## config.mk

```make
export PLATFORM = sky130hd
export DESIGN_NAME = reg_file_zm
export DESIGN_NICKNAME = d
export VERILOG_FILES = /design/src/rtl/regfile_pkg.sv /design/src/rtl/reg_file_rdport.sv /design/src/rtl/reg_file_zm.sv
export SDC_FILE = /design/constraint.sdc
export NUM_CORES = 1
export LEC_CHECK = 0
export CORE_UTILIZATION = 25
export CTS_BUF_LIST = sky130_fd_sc_hd__clkbuf_4 sky130_fd_sc_hd__clkbuf_8 sky130_fd_sc_hd__clkbuf_16
export CTS_CLUSTER_SIZE = 14
export DETAILED_ROUTE_END_ITERATION = 7
export GPL_TIMING_DRIVEN = 0
export PLACE_DENSITY = 0.53
export RECOVER_POWER = 25
export REMOVE_ABC_BUFFERS = 1
export SETUP_SLACK_MARGIN = 0.02
export SYNTH_ARGS = -nofsm -noshare
export SYNTH_HDL_FRONTEND = slang
export SYNTH_SLANG_ARGS = --single-unit
```

## constraint.sdc

```tcl
create_clock -name clk -period 2.2 [get_ports clk]
set_clock_uncertainty 0.15 [all_clocks]
set_input_delay 0.44 -clock clk [delete_from_list [all_inputs] [get_ports clk]]
set_output_delay 0.44 -clock clk [all_outputs]
set_load 0.05 [all_outputs]
```

## src/rtl/regfile_pkg.sv

```systemverilog
// Shared definitions for the register file: index legality and the
// per-port read-source priority used by both read ports.
package regfile_pkg;

    // Widest index / count the helper functions accept (NUM_REGS <= 256).
    localparam int unsigned IDX_ARG_W = 8;
    localparam int unsigned CNT_ARG_W = 9;

    // Source selected for a read port's value.
    typedef enum logic [1:0] {
        RD_SEL_ZERO   = 2'd0,
        RD_SEL_BYPASS = 2'd1,
        RD_SEL_ARRAY  = 2'd2
    } rd_sel_e;

    // An index is usable when it names an existing register and is not the
    // hardwired zero register.
    function automatic logic idx_legal(
        input logic [IDX_ARG_W-1:0] idx,
        input logic [CNT_ARG_W-1:0] num_regs,
        input logic                 zero_reg
    );
        logic in_range;
        logic is_zero;
        in_range = ({1'b0, idx} < num_regs);
        is_zero  = zero_reg && (idx == 8'd0);
        return in_range && !is_zero;
    endfunction

    // Read priority: disabled, then illegal index, then write-first bypass,
    // then the stored value.
    function automatic rd_sel_e rd_select(
        input logic en,
        input logic legal,
        input logic bypass_hit
    );
        rd_sel_e sel;
        if (!en) begin
            sel = RD_SEL_ZERO;
        end else if (!legal) begin
            sel = RD_SEL_ZERO;
        end else if (bypass_hit) begin
            sel = RD_SEL_BYPASS;
        end else begin
            sel = RD_SEL_ARRAY;
        end
        return sel;
    endfunction

endpackage

```

## src/rtl/reg_file_rdport.sv

```systemverilog
// One read port: index check, write-first bypass, optional output register
// with valid strobe, and busy-scoreboard lookup.
module reg_file_rdport
    import regfile_pkg::*;
#(
    parameter int DATA_W   = 32,
    parameter int NUM_REGS = 16,
    parameter int IDX_W    = $clog2(NUM_REGS),
    parameter int ZERO_REG = 1,
    parameter int READ_LAT = 1
) (
    input  logic              clk,
    input  logic              rst,
    input  logic              rd_en,
    input  logic [IDX_W-1:0]  rd_idx,
    input  logic              wr_acc,
    input  logic [IDX_W-1:0]  wr_idx,
    input  logic [DATA_W-1:0] wr_data,
    input  logic [DATA_W-1:0] regs [NUM_REGS],
    input  logic [NUM_REGS-1:0] busy_vec,
    output logic [DATA_W-1:0] rd_data,
    output logic              rd_valid,
    output logic              rd_busy
);

    logic              legal_s;
    logic              hit_s;
    logic [IDX_W-1:0]  safe_idx_s;
    rd_sel_e           sel_s;
    logic [DATA_W-1:0] val_s;

    // Resolve the read value and the hazard flag for this port.
    always_comb begin
        legal_s    = idx_legal(8'(rd_idx), 9'(NUM_REGS), (ZERO_REG != 0));
        hit_s      = wr_acc && (wr_idx == rd_idx);
        // Illegal indices are steered to entry 0 so the lookup never leaves the array.
        if (legal_s) begin
            safe_idx_s = rd_idx;
        end else begin
            safe_idx_s = {IDX_W{1'b0}};
        end
        sel_s = rd_select(rd_en, legal_s, hit_s);
        case (sel_s)
            RD_SEL_BYPASS: val_s = wr_data;
            RD_SEL_ARRAY:  val_s = regs[safe_idx_s];
            default:       val_s = {DATA_W{1'b0}};
        endcase
        rd_busy = rd_en && legal_s && busy_vec[safe_idx_s] && !hit_s;
    end

    generate
        if (READ_LAT != 0) begin : g_reg_read
            logic [DATA_W-1:0] data_d;
            logic [DATA_W-1:0] data_q;
            logic              valid_d;
            logic              valid_q;

            // Next output state: capture the value when enabled, otherwise clear.
            always_comb begin
                if (rd_en) begin
                    data_d  = val_s;
                    valid_d = 1'b1;
                end else begin
                    data_d  = {DATA_W{1'b0}};
                    valid_d = 1'b0;
                end
            end

            // Output register with single-cycle valid pulse.
            always_ff @(posedge clk or negedge rst) begin
                if (!rst) begin
                    data_q  <= {DATA_W{1'b0}};
                    valid_q <= 1'b0;
                end else begin
                    data_q  <= data_d;
                    valid_q <= valid_d;
                end
            end

            assign rd_data  = data_q;
            assign rd_valid = valid_q;
        end else begin : g_comb_read
            assign rd_data  = val_s;
            assign rd_valid = rd_en;
        end
    endgenerate

endmodule

```

## src/rtl/reg_file_zm.sv

```systemverilog
// Two-read / one-write register file with write-first bypass, optional
// registered reads and a per-register busy scoreboard.
module reg_file_zm
    import regfile_pkg::*;
#(
    parameter int DATA_W   = 32,
    parameter int NUM_REGS = 16,
    parameter int IDX_W    = $clog2(NUM_REGS),
    parameter int ZERO_REG = 1,
    parameter int READ_LAT = 1
) (
    input  logic              clk,
    input  logic              rst,
    input  logic              wr_en,
    input  logic [IDX_W-1:0]  wr_idx,
    input  logic [DATA_W-1:0] wr_data,
    input  logic              rd1_en,
    input  logic [IDX_W-1:0]  rd1_idx,
    output logic [DATA_W-1:0] rd1_data,
    output logic              rd1_valid,
    output logic              rd1_busy,
    input  logic              rd2_en,
    input  logic [IDX_W-1:0]  rd2_idx,
    output logic [DATA_W-1:0] rd2_data,
    output logic              rd2_valid,
    output logic              rd2_busy,
    input  logic              bsy_set,
    input  logic [IDX_W-1:0]  bsy_idx
);

    logic [DATA_W-1:0]   regs_d [NUM_REGS];
    logic [DATA_W-1:0]   regs_q [NUM_REGS];
    logic [NUM_REGS-1:0] busy_d;
    logic [NUM_REGS-1:0] busy_q;
    logic                wr_acc_s;
    logic                bsy_acc_s;

    // Accept writes and busy marks only for real, writable registers.
    always_comb begin
        wr_acc_s  = wr_en && idx_legal(8'(wr_idx), 9'(NUM_REGS), (ZERO_REG != 0));
        bsy_acc_s = bsy_set && idx_legal(8'(bsy_idx), 9'(NUM_REGS), (ZERO_REG != 0));
    end

    // Next storage and scoreboard state; a new producer mark overrides the
    // clear from a same-index write.
    always_comb begin
        regs_d = regs_q;
        busy_d = busy_q;
        if (wr_acc_s) begin
            regs_d[wr_idx] = wr_data;
            busy_d[wr_idx] = 1'b0;
        end else begin
            busy_d = busy_d;
        end
        if (bsy_acc_s) begin
            busy_d[bsy_idx] = 1'b1;
        end else begin
            busy_d = busy_d;
        end
    end

    // Register array and busy bits.
    always_ff @(posedge clk or negedge rst) begin
        if (!rst) begin
            regs_q <= '{default: {DATA_W{1'b0}}};
            busy_q <= {NUM_REGS{1'b0}};
        end else begin
            regs_q <= regs_d;
            busy_q <= busy_d;
        end
    end

    reg_file_rdport #(
        .DATA_W   (DATA_W),
        .NUM_REGS (NUM_REGS),
        .IDX_W    (IDX_W),
        .ZERO_REG (ZERO_REG),
        .READ_LAT (READ_LAT)
    ) u_rd1 (
        .clk      (clk),
        .rst      (rst),
        .rd_en    (rd1_en),
        .rd_idx   (rd1_idx),
        .wr_acc   (wr_acc_s),
        .wr_idx   (wr_idx),
        .wr_data  (wr_data),
        .regs     (regs_q),
        .busy_vec (busy_q),
        .rd_data  (rd1_data),
        .rd_valid (rd1_valid),
        .rd_busy  (rd1_busy)
    );

    reg_file_rdport #(
        .DATA_W   (DATA_W),
        .NUM_REGS (NUM_REGS),
        .IDX_W    (IDX_W),
        .ZERO_REG (ZERO_REG),
        .READ_LAT (READ_LAT)
    ) u_rd2 (
        .clk      (clk),
        .rst      (rst),
        .rd_en    (rd2_en),
        .rd_idx   (rd2_idx),
        .wr_acc   (wr_acc_s),
        .wr_idx   (wr_idx),
        .wr_data  (wr_data),
        .regs     (regs_q),
        .busy_vec (busy_q),
        .rd_data  (rd2_data),
        .rd_valid (rd2_valid),
        .rd_busy  (rd2_busy)
    );

endmodule

```

# == Yosys cells after proc, flatten, opt, wreduce, memory -nomap -nowiden ==
# Cells that the tools add are included.
# Widths: inputs -> output; s select.
# op_classes
order_cmp,10
eq_ne,6
mux,33
bitwise_logic,6
n_reduce_logical,23
# op_table
operator,n
$bwmux 512,1
$bmux 32 s4,2
$mux 32,7
$demux 32 s4,1
$pmux 32 s2,2
$mux 16,2
$lt 4x5->1 const B,4
$and 16x16->16,1
$logic_not 4->1,4
$not 16->16,1
$or 16x16->16,1
$ge 5x5->1 const B,3
$not 4->5,3
$logic_and 1x1->1,13
$mux 2,6
$bmux 1 s4,2
$demux 1 s4,2
$eq 4x4->1,2
$ge 4x1->1 const B,2
$mux 4,2
$logic_not 1->1,6
$mux 1,6
$lt 5x1->1 const B,1
$eq 2x1->1 const B,2
$eq 2x2->1 const B,2
# totals
ff_bits,594
inputBits,54
output_inout_bits,68

# == Depth between registers and ports, before layout ==
# Gate-level depths: netlist (run 1).
# depth
depth_word,10
depth_mapped,14
mapped_depth_nobuf,9

# == Cells and area by module ==
# From an unflattened synthesis (run 1), not the netlist that was laid out.
# hier_totals
hier_cells,2070
area_unflattened_um2,30747.0
# modules_own_cells
mod,instances,cells_each,area_each_um2
reg_file_zm,1,1186,19533.7
reg_file_rdport,2,442,5606.6

# == Worst setup path after synthesis (run 1) ==
# No wires, ideal clock.
# synth_timing
path_type,input -> register
startpoint,input port wr_idx[0]
endpoint,register u_rd1.g_reg_read.data_q[30] (netlist: u_rd1.rd_data[30])
setup_ps,83
t_arrival_ps,2735
t_required_ps,1967
slack_ps,-768
cell_stages,11
n_path_buf,2
path_cell_list,buf_2 -> o41ai_1 -> nor3_1 -> a31oi_1 -> inv_1 -> ha_1 -> nand3b_1 -> nor2_1 -> clkbuf_1 -> a22oi_1 -> o21ai_0
# synth_via
elab_chain_cells,10
word_cells_on_any_way,12
cone_classes,3 x eq/ne; 5 x mux; 4 x reduce/logical
# synth_rtl
element,line_no,rtl
from (decl),reg_file_zm.sv:15,"input logic [IDX_W-1:0] wr_idx,"
$logic_not 4->1,regfile_pkg.sv:26,is_zero = zero_reg && (idx == 8'd0);
$logic_not 1->1,regfile_pkg.sv:27,return in_range && !is_zero;
$logic_and 1x1->1,reg_file_zm.sv:40,"wr_acc_s = wr_en && idx_legal(8'(wr_idx), 9'(NUM_REGS), (ZERO_REG != 0));"
$logic_and 1x1->1 *,reg_file_rdport.sv:35,hit_s = wr_acc && (wr_idx == rd_idx);
$mux 2 *,regfile_pkg.sv:42,end else if (bypass_hit) begin
$mux 2 *,regfile_pkg.sv:40,end else if (!legal) begin
$mux 2 *,regfile_pkg.sv:38,if (!en) begin
$eq 2x2->1 or $eq 2x1->1 (tied branches),reg_file_rdport.sv:43,case (sel_s)
$pmux 32 s2 *,reg_file_rdport.sv:43,
$mux 32 *,reg_file_rdport.sv:60,if (rd_en) begin
net u_rd1.g_reg_read.data_d[30],reg_file_rdport.sv:53,logic [DATA_W-1:0] data_d;
to (signal assigned),reg_file_rdport.sv:72,data_q <= {DATA_W{1'b0}};
to (signal assigned),reg_file_rdport.sv:75,data_q <= data_d;
to (decl),reg_file_rdport.sv:54,logic [DATA_W-1:0] data_q;
# The timed path passes the listed nets; every way through them passes the cells marked *.
# A chain may end at the register's enable or synchronous reset.

# == Worst setup path after layout (run 1) ==
# layout_timing
startpoint,register busy_q[5]
endpoint,output port rd1_busy
# layout_via
elab_chain_cells,4
# layout_rtl
element,line_no,rtl
from (decl),reg_file_zm.sv:34,logic [NUM_REGS-1:0] busy_q;
from (signal assigned),reg_file_zm.sv:66,busy_q <= {NUM_REGS{1'b0}};
from (signal assigned),reg_file_zm.sv:69,busy_q <= busy_d;
$bmux 1 s4,reg_file_rdport.sv:48,rd_busy = rd_en && legal_s && busy_vec[safe_idx_s] && !hit_s;
$mux 1 (implied by the code),reg_file_rdport.sv:48,
$logic_and 1x1->1 (2 in a row),reg_file_rdport.sv:48,
to (decl),reg_file_zm.sv:21,"output logic rd1_busy,"
# No other way between the ends. The select of a mux whose other input is x is not followed.

==> results of run 1 <==
==> final cells by class <==
type	count	area, sq um
tap	1625	2033
antenna	2	5.005
fill	11790	83490
timing repair buffer	263	3588
clock buffer	107	2190
clock inverter	18	191.4
multi-input combinational	1187	15490
sequential	594	14860
inverter	9	33.78
==> power by group <==
part           internal (mW)  leakage, nW  switching, mW
sequential              13.1         7.43           1.73
combinational           4.31         7.62           2.84
clock                   7.22         1.21           4.75
total                   24.6         16.3           9.32
==> worst max-delay path, delay by kind of cell (launching register included) <==
family / cells / cell delay, ns
compound gates: 1 / 0.25
buf+inv: 1 / 0.15
flops: 1 / 0.40
mux: 2 / 0.76
==> per-layer routing <==
layer	global-route usage (%)	up-vias	share of wire [%]
li1	-	7959	-
met4	5.548	12	2.9
met5	0	-	0.078
met1	21.76	10660	42
met2	27.16	700	48
met3	3.855	187	6.5
==> cell usage in the layout, fill, tap and decap left out, types with 12 or more instances in the layout <==
cell type / count
a221oi_2: 14
a22oi_1: 24
a22oi_2: 23
buf_12: 33
buf_16: 23
buf_4: 34
buf_6: 36
bufbuf_16: 15
clkbuf_16: 72
clkbuf_4: 15
clkbuf_8: 21
clkdlybuf4s50_1: 36
dfrtp_1: 594
dlygate4sd2_1: 65
mux2_1: 27
mux2_2: 417
mux2_4: 71
mux2i_1: 134
mux4_2: 222
nand2_1: 42
nor2_4: 12
o211ai_1: 32
o21ai_0: 22
o21ai_1: 27
o21ai_2: 14
==> state kept, by name, indices dropped and copies added (netlist names) <==
name / cells
regs_q: 512
u_rd1.rd_data: 32
u_rd2.rd_data: 32
busy_q: 16
u_rd1.rd_valid: 1
u_rd2.rd_valid: 1
==> cell usage after synthesis, drive strengths merged, types with 4 or more instances <==
cell type / number
inv: 8
nand2: 45
dfrtp: 594
a32oi: 5
a22oi: 47
mux2i: 134
nor2: 19
clkbuf: 102
o211ai: 32
mux2: 515
nand3b: 6
o31ai: 4
a221oi: 25
mux4: 226
nor2b: 5
xnor2: 6
nand2b: 8
o21ai: 73
buf: 120
ha: 4
==> cells by family after synthesis <==
logic type	Yosys count
adder cells (fa/ha/maj)	4
AO/OA/AOI/OAI	197
flip-flops	594
XOR/XNOR	8
AND/OR/NAND/NOR	100
multiplexers	875
buffers and inverters	231
==> how the worst max path moves through the flow <==
| stage | startpoint | to | slack (ns) | cells after the start |
|---|---|---|---|---|
| 6_report | busy_q[5] | rd1_busy | -0.56 | 4 |
| 5_1_grt | busy_q[5] | rd1_busy | -0.62 | 4 |
| 4_1_cts | busy_q[5] | rd1_busy | -0.59 | 4 |
| 3_5_place_dp | rd2_idx[0] | u_rd2.rd_data[10] | -3.14 | 10 |
| 3_3_place_gp | rst | regs_q[270] | -25.80 | 1 |
| 2_1_floorplan | wr_idx[0] | u_rd1.rd_data[0] | -1.00 | 8 |
==> repair_timing <==
item,CTS,global route
buffers inserted,62,22
endpoints found under the setup margin,448,138
hold buffers,2,0
endpoints found under the hold margin,96,0
pin swaps,52,47
resized for setup,314,67
gates cloned,20,0
==> metrics by stage <==
stage	utilization (%)	power [mW]	hold slack, ns	TNS, ns
3_3_place_gp	26.83	21.55	0.2277	-
4_1_cts	31.33	34.18	0.07938	-3.518
6_report	31.50	33.96	0.1178	-66.78
5_1_grt	31.50	35.46	0.1083	-106.85
2_1_floorplan	-	19.14	-0.005591	-233.09
3_5_place_dp	27.83	21.58	0.2331	-523.99
==> impl_results.md, run 1 <==
* Status: complete, but fails checks
* Failing checks: negative setup slack
* RSZ-0062 raised after global routing: true
* Cts bufs inserted at 69
* Simple-gate share of the synthesized area at under 10%
* RePlAce Congestion at 0.7529
* Initial antenna violation count at 11
* Die width at between 300 and 400 microns
* Leading area contributor after synthesis: dfrtp_1
* Mux cell area share after synthesis at approximately 41%
* Placed wire-length estimate at roughly 60 mm
* XOR/XNOR share of the synthesized area at less than 1%
* Post-DRT Antenna Nets at 0
* Worst vdd ir at roughly 0.55 mV
* Placed cell count at between 3000 and 4000
* Vias per cell at between 5 and 6
* Dpl cell area at 33920 sq um
* Yosys warnings at 0
* Clock Sinks at about 590
* Crit path arrival time at approximately 2.2 ns
* Max stage delay on crit path at ~0.47 ns
* DR iter-0 viols at around 1400
* CP max stage cell: mux4_2
* First-pass GRT wire length at ~150 mm
* DRC at 0
* H-tree levels at 3
* Final #Nets at around 2200
* Hold Vio Cnt, Final at 0
* Area grow syn2layout at 24.98%
* Yosys top cell area share at 48.39%
* Ys flop type: dfrtp_1
* Reg-to-reg endpoint: u_rd1.rd_data[20]
* Clock-pin slew on the worst setup and hold paths at approximately 0.06 ns
* Vias in the first global route at between 20000 and 25000
* Max-slew headroom at 25.37%
* DRT Pass-1 Iters at 5
* CP cell instances: mux4_2 -> mux2_4 -> o211a_4 -> buf_6
* Final Instance Area at roughly 38000 sq um
* Largest net degree at the start of global routing at 120
* Hold path cells at 1
* GRT Total Usage at about 17%
* Launch point of the worst reg-to-reg path: regs_q[372]
* Leak pwr at 16.26 nW
* Ys async rst share at 100.0%
* Buffers on Ports at around 120
* Max Cap Viol at 0
* Non-Filler Instances at roughly 3800
* Final Max Tran Viols at 0
* Die Y at approximately 350 microns
* Worst Hold Path EP: u_rd1.rd_valid
* Syn Area/Cell at around 15 sq um
* Die Footprint at 124300 sq um
* Compound-Gate Fraction of Synth Area at under 10%
* Worst Path Class, Setup: reg -> out
* R2R Setup Slk at approximately 0.36 ns
* CP Launch Type: register
* Worst-skew pair later-pin latency at 0.62 ns
* Crit path max fanout at 3
* Max Clk Rate at about 360 MHz
* WL per Instance at between 20 and 30 microns
* Remaining Overflow, GRT at 0
* Initial core utilization at about 25%
* Row count at around 130
* Worst path required time at 1.61 ns
* Main combinational cell family by area after synthesis: multiplexers
* Root Buffer: clkbuf_16
* Setup violations, final at roughly 340
* Clk buf depth at 3
* Adder-Cell Fraction of Synth Area at 0.1629%
* Netlist cell types at between 50 and 60
* Sequential area share after synthesis at between 40% and 50%
* CP endpoint kind: output port
* Top cells by area, synth: dfrtp_1, mux4_2, mux2_2
* Synthesized area at slightly above 30000 sq um
* Post-route clock period utilization at 125.2%
* Io pins at 122
* Final worst setup slack at -0.5551 ns
* Post-layout min period at 2.755 ns
* Layout cells sized above 1 at between 50% and 60%
* Hold/Removal Path Class: in -> reg
* Dpl ws at -3.137 ns
* Detailed-route via count at between 15000 and 20000
* Routed WL at 104.1 mm
* Reg2reg path depth at 4
* Yosys reg bits at ~600
* Transition time of the tightest slew-check pin at roughly 1.1 ns
* Core area at 121900 sq um
* Cells after Synth at between 2000 and 2500
* Post-synth EDFFs at 0
* CTS tree: built
* Hold_sp: rd1_en
* PD cells at a little under 900 nW/um^2
No activity file was read; power rests on OpenSTA's default activity.
==> inputs of run 2 (changes only) <==
--- a/config.mk
+++ b/config.mk
@@ -5,15 +5,16 @@
 export SDC_FILE = /design/constraint.sdc
 export NUM_CORES = 1
 export LEC_CHECK = 0
-export CORE_UTILIZATION = 25
+export CORE_UTILIZATION = 45
 export CTS_BUF_LIST = sky130_fd_sc_hd__clkbuf_4 sky130_fd_sc_hd__clkbuf_8 sky130_fd_sc_hd__clkbuf_16
 export CTS_CLUSTER_SIZE = 14
 export DETAILED_ROUTE_END_ITERATION = 7
 export GPL_TIMING_DRIVEN = 0
-export PLACE_DENSITY = 0.53
+export PLACE_DENSITY = 0.76
 export RECOVER_POWER = 25
 export REMOVE_ABC_BUFFERS = 1
 export SETUP_SLACK_MARGIN = 0.02
+export SLEW_MARGIN = 20
 export SYNTH_ARGS = -nofsm -noshare
 export SYNTH_HDL_FRONTEND = slang
 export SYNTH_SLANG_ARGS = --single-unit
==> run 2 against run 1 <==
- the run ends with negative hold slack, negative setup slack left
- clock-buffer cell count down 6
- largest cell class unchanged
- non-clock buffer count down 3
- highest routed layer unchanged
- setup slack better by 0.029 ns
- utilization up 24 points
- clock power down 4%
- global-route usage up 11 points
- sequential share of layout area up 0.75 points
==> impl_results.md, run 2 (synthesized netlist as in run 1, its figures left out) <==
* Initial antenna violation count at 4 (-7)
* Failing checks: negative hold slack, negative setup slack
* Core Util, Final at 55.88% (+24 points)
* Io pins at 122 (unchanged)
* Placed cell count at 2834 (-21%)
* Clock-pin slew on the worst setup and hold paths at 0.07 ns (about the same)
* RSZ-0062 raised after global routing: true
* DR iter-0 viols at 1939 (+37%)
* Top reg by flops: regs_q
* GRT Total Usage at 27.89% (+11 points)
* Cts bufs inserted at 66 (-4.3%)
* Die width at 263.3 microns (-25%)
* Hold Vio Cnt, Final at 79 (+79)
* Final worst setup slack at -0.5263 ns (+0.02886 ns)
* WL per Instance at 31.96 microns (+17%)
* Remaining Overflow, GRT at 0 (unchanged)
* CP cell instances: mux4_2 -> mux2_2 -> o211a_1 -> buf_6
* Transition time of the tightest slew-check pin at 1.117 ns (+0.0001871 ns)
* Hold/Removal Path Class: in -> async
* Initial core utilization at 45.58% (+20 points)
* Non-Filler Instances at 3043 (-20%)
* Most common cell after layout, fill and taps aside: dfrtp_1
* First-pass GRT wire length at 143.2 mm (-6.3%)
* CP endpoint kind: output port
* Max Clk Rate at 366.8 MHz (+1.1%)
* Clock Sinks at 594 (unchanged)
* Final Max Tran Viols at 0 (unchanged)
* H-tree levels at 3 (unchanged)
* Worst path required time at 1.61 ns (about the same)
* Detailed-route via count at 20070 (+2.8%)
* Largest register FFs at 512 (unchanged)
* Die Y at 263.3 microns (-25%)
* Fillcell total at 4856 (-59%)
* Die Footprint at 69310 sq um (-44%)
* Placed wire-length estimate at 51.85 mm (-12%)
* Post-route clock period utilization at 123.9% (-1.3 points)
* DRC at 0 (unchanged)
* Post-DRT Antenna Nets at 0 (unchanged)
* Layout cells sized above 1 at 53.00% (+1.6 points)
* Worst path top cell family by delay: multiplexers
* Final #Nets at 2176 (-0.27%)
* Largest net degree at the start of global routing at 100 (-17%)
* Leak pwr at 16.35 nW (+0.55%)
* Routed WL at 97.25 mm (-6.5%)
* Crit path max fanout at 3 (unchanged)
* Crit path arrival time at 2.14 ns (-0.03 ns)
* Post-layout min period at 2.726 ns (-0.02886 ns)
* CP bufs+invs at 1 (unchanged)
* Max-slew headroom at 25.23% (-0.13 points)
* Fin Hold WS at -0.3516 ns (-0.4694 ns)
* Vias per cell at 6.596 (+29%)
* PD cells at 897.1 nW/um^2 (+1.4%)
* Row count at 95 (-26%)
* Worst-skew pair later-pin latency at 0.61 ns (about the same)
* Status: complete, but fails checks
* CP max stage cell: mux4_2
* Core area at 67400 sq um (-45%)
* Worst Path Class, Setup: reg -> out
* Worst vdd ir at 0.4586 mV (-16%)
* CP Launch Type: register
* CTS tree: built
* Buffers on Ports at 121 (unchanged)
* Clk buf depth at 3 (unchanged)
* Max stage delay on crit path at 0.47 ns (about the same)
* Root Buffer: clkbuf_16
* Vias in the first global route at 21730 (+2.7%)
* RePlAce Congestion at 0.7862 (+4.4%)
* DRT Pass-1 Iters at 5 (unchanged)
* Max Cap Viol at 0 (unchanged)
* Area grow syn2layout at 22.60%
* Most frequent cells in the layout: dfrtp_1, mux2_2, mux4_2
* Setup violations, final at 177 (-48%)
## run 2: cell types whose count changed in the layout (fill, tap and decap cells not counted), moves of 3 or more
cell	previous run	this run
clkbuf_1	4	0
or3_4	0	3
mux2_4	71	87
buf_16	23	32
a22oi_1	24	13
mux2_1	27	10
o21ai_1	27	22
buf_6	36	28
clkbuf_8	21	18
o21ai_4	10	13
buf_4	34	39
a22oi_2	23	34
## run 2: power by group
group	total [mW]	switching, mW	internal [mW]	leakage, nW
registers	14.9	1.80	13.1	7.43
clock network	11.5	4.60	6.87	1.14
logic	7.40	3.00	4.40	7.77
total	33.8	9.40	24.4	16.3
## run 2: stage by stage
stage	power (mW)	cell area [sq um]	TNS, ns	worst slack [ns]
3_3_place_gp	21.32	31750	-	-24.88
4_1_cts	33.46	37260	-5.317	-0.5125
2_1_floorplan	19.14	29450	-233.09	-1.003
5_1_grt	34.97	37660	-61.98	-0.5486
6_report	33.79	37660	-39.52	-0.5263
3_5_place_dp	21.51	33160	-487.47	-2.584
## run 2: metal layers
metal,track usage [%],up-vias,part of all wire (%)
met2,44.82,1189,49
met3,7.193,304,9.3
met5,0,-,0.043
met4,16.28,6,5.3
met1,34.13,10640,37
li1,-,7932,-
## run 2: path summary, 6_finish.rpt
check                            start                end  slack, ns  cells past startpoint
max in group asynchronous          rst   u_rd1.rd_data[7]       0.16                      4
min in group clk                rd1_en     u_rd1.rd_valid       0.07                      1
max reg2reg                regs_q[414]  u_rd2.rd_data[30]       0.36                      3
min reg2reg                regs_q[500]        regs_q[500]       0.25                      0
max                          busy_q[4]           rd1_busy      -0.53                      4
min                                rst         busy_q[15]      -0.35                      1
## run 2: layout make-up
type                       count  area, sq um  share of cell area, %
clock inverter                17        170.2                 0.4518
inverter                       9        38.79                 0.1030
antenna                        2        5.005                0.01329
clock buffer                 101         2079                  5.522
sequential                   594        14860                  39.47
multi-input combinational   1187        15710                  41.72
timing repair buffer         260         3697                  9.817
tap                          873         1092                  2.900
## run 2: what timing repair did
item	in CTS	in global routing
buffers inserted	57	15
cloned	18	1
pin swaps	76	42
endpoints found under the setup margin	404	87
resized for setup	324	72
hold endpoints to repair	79	80
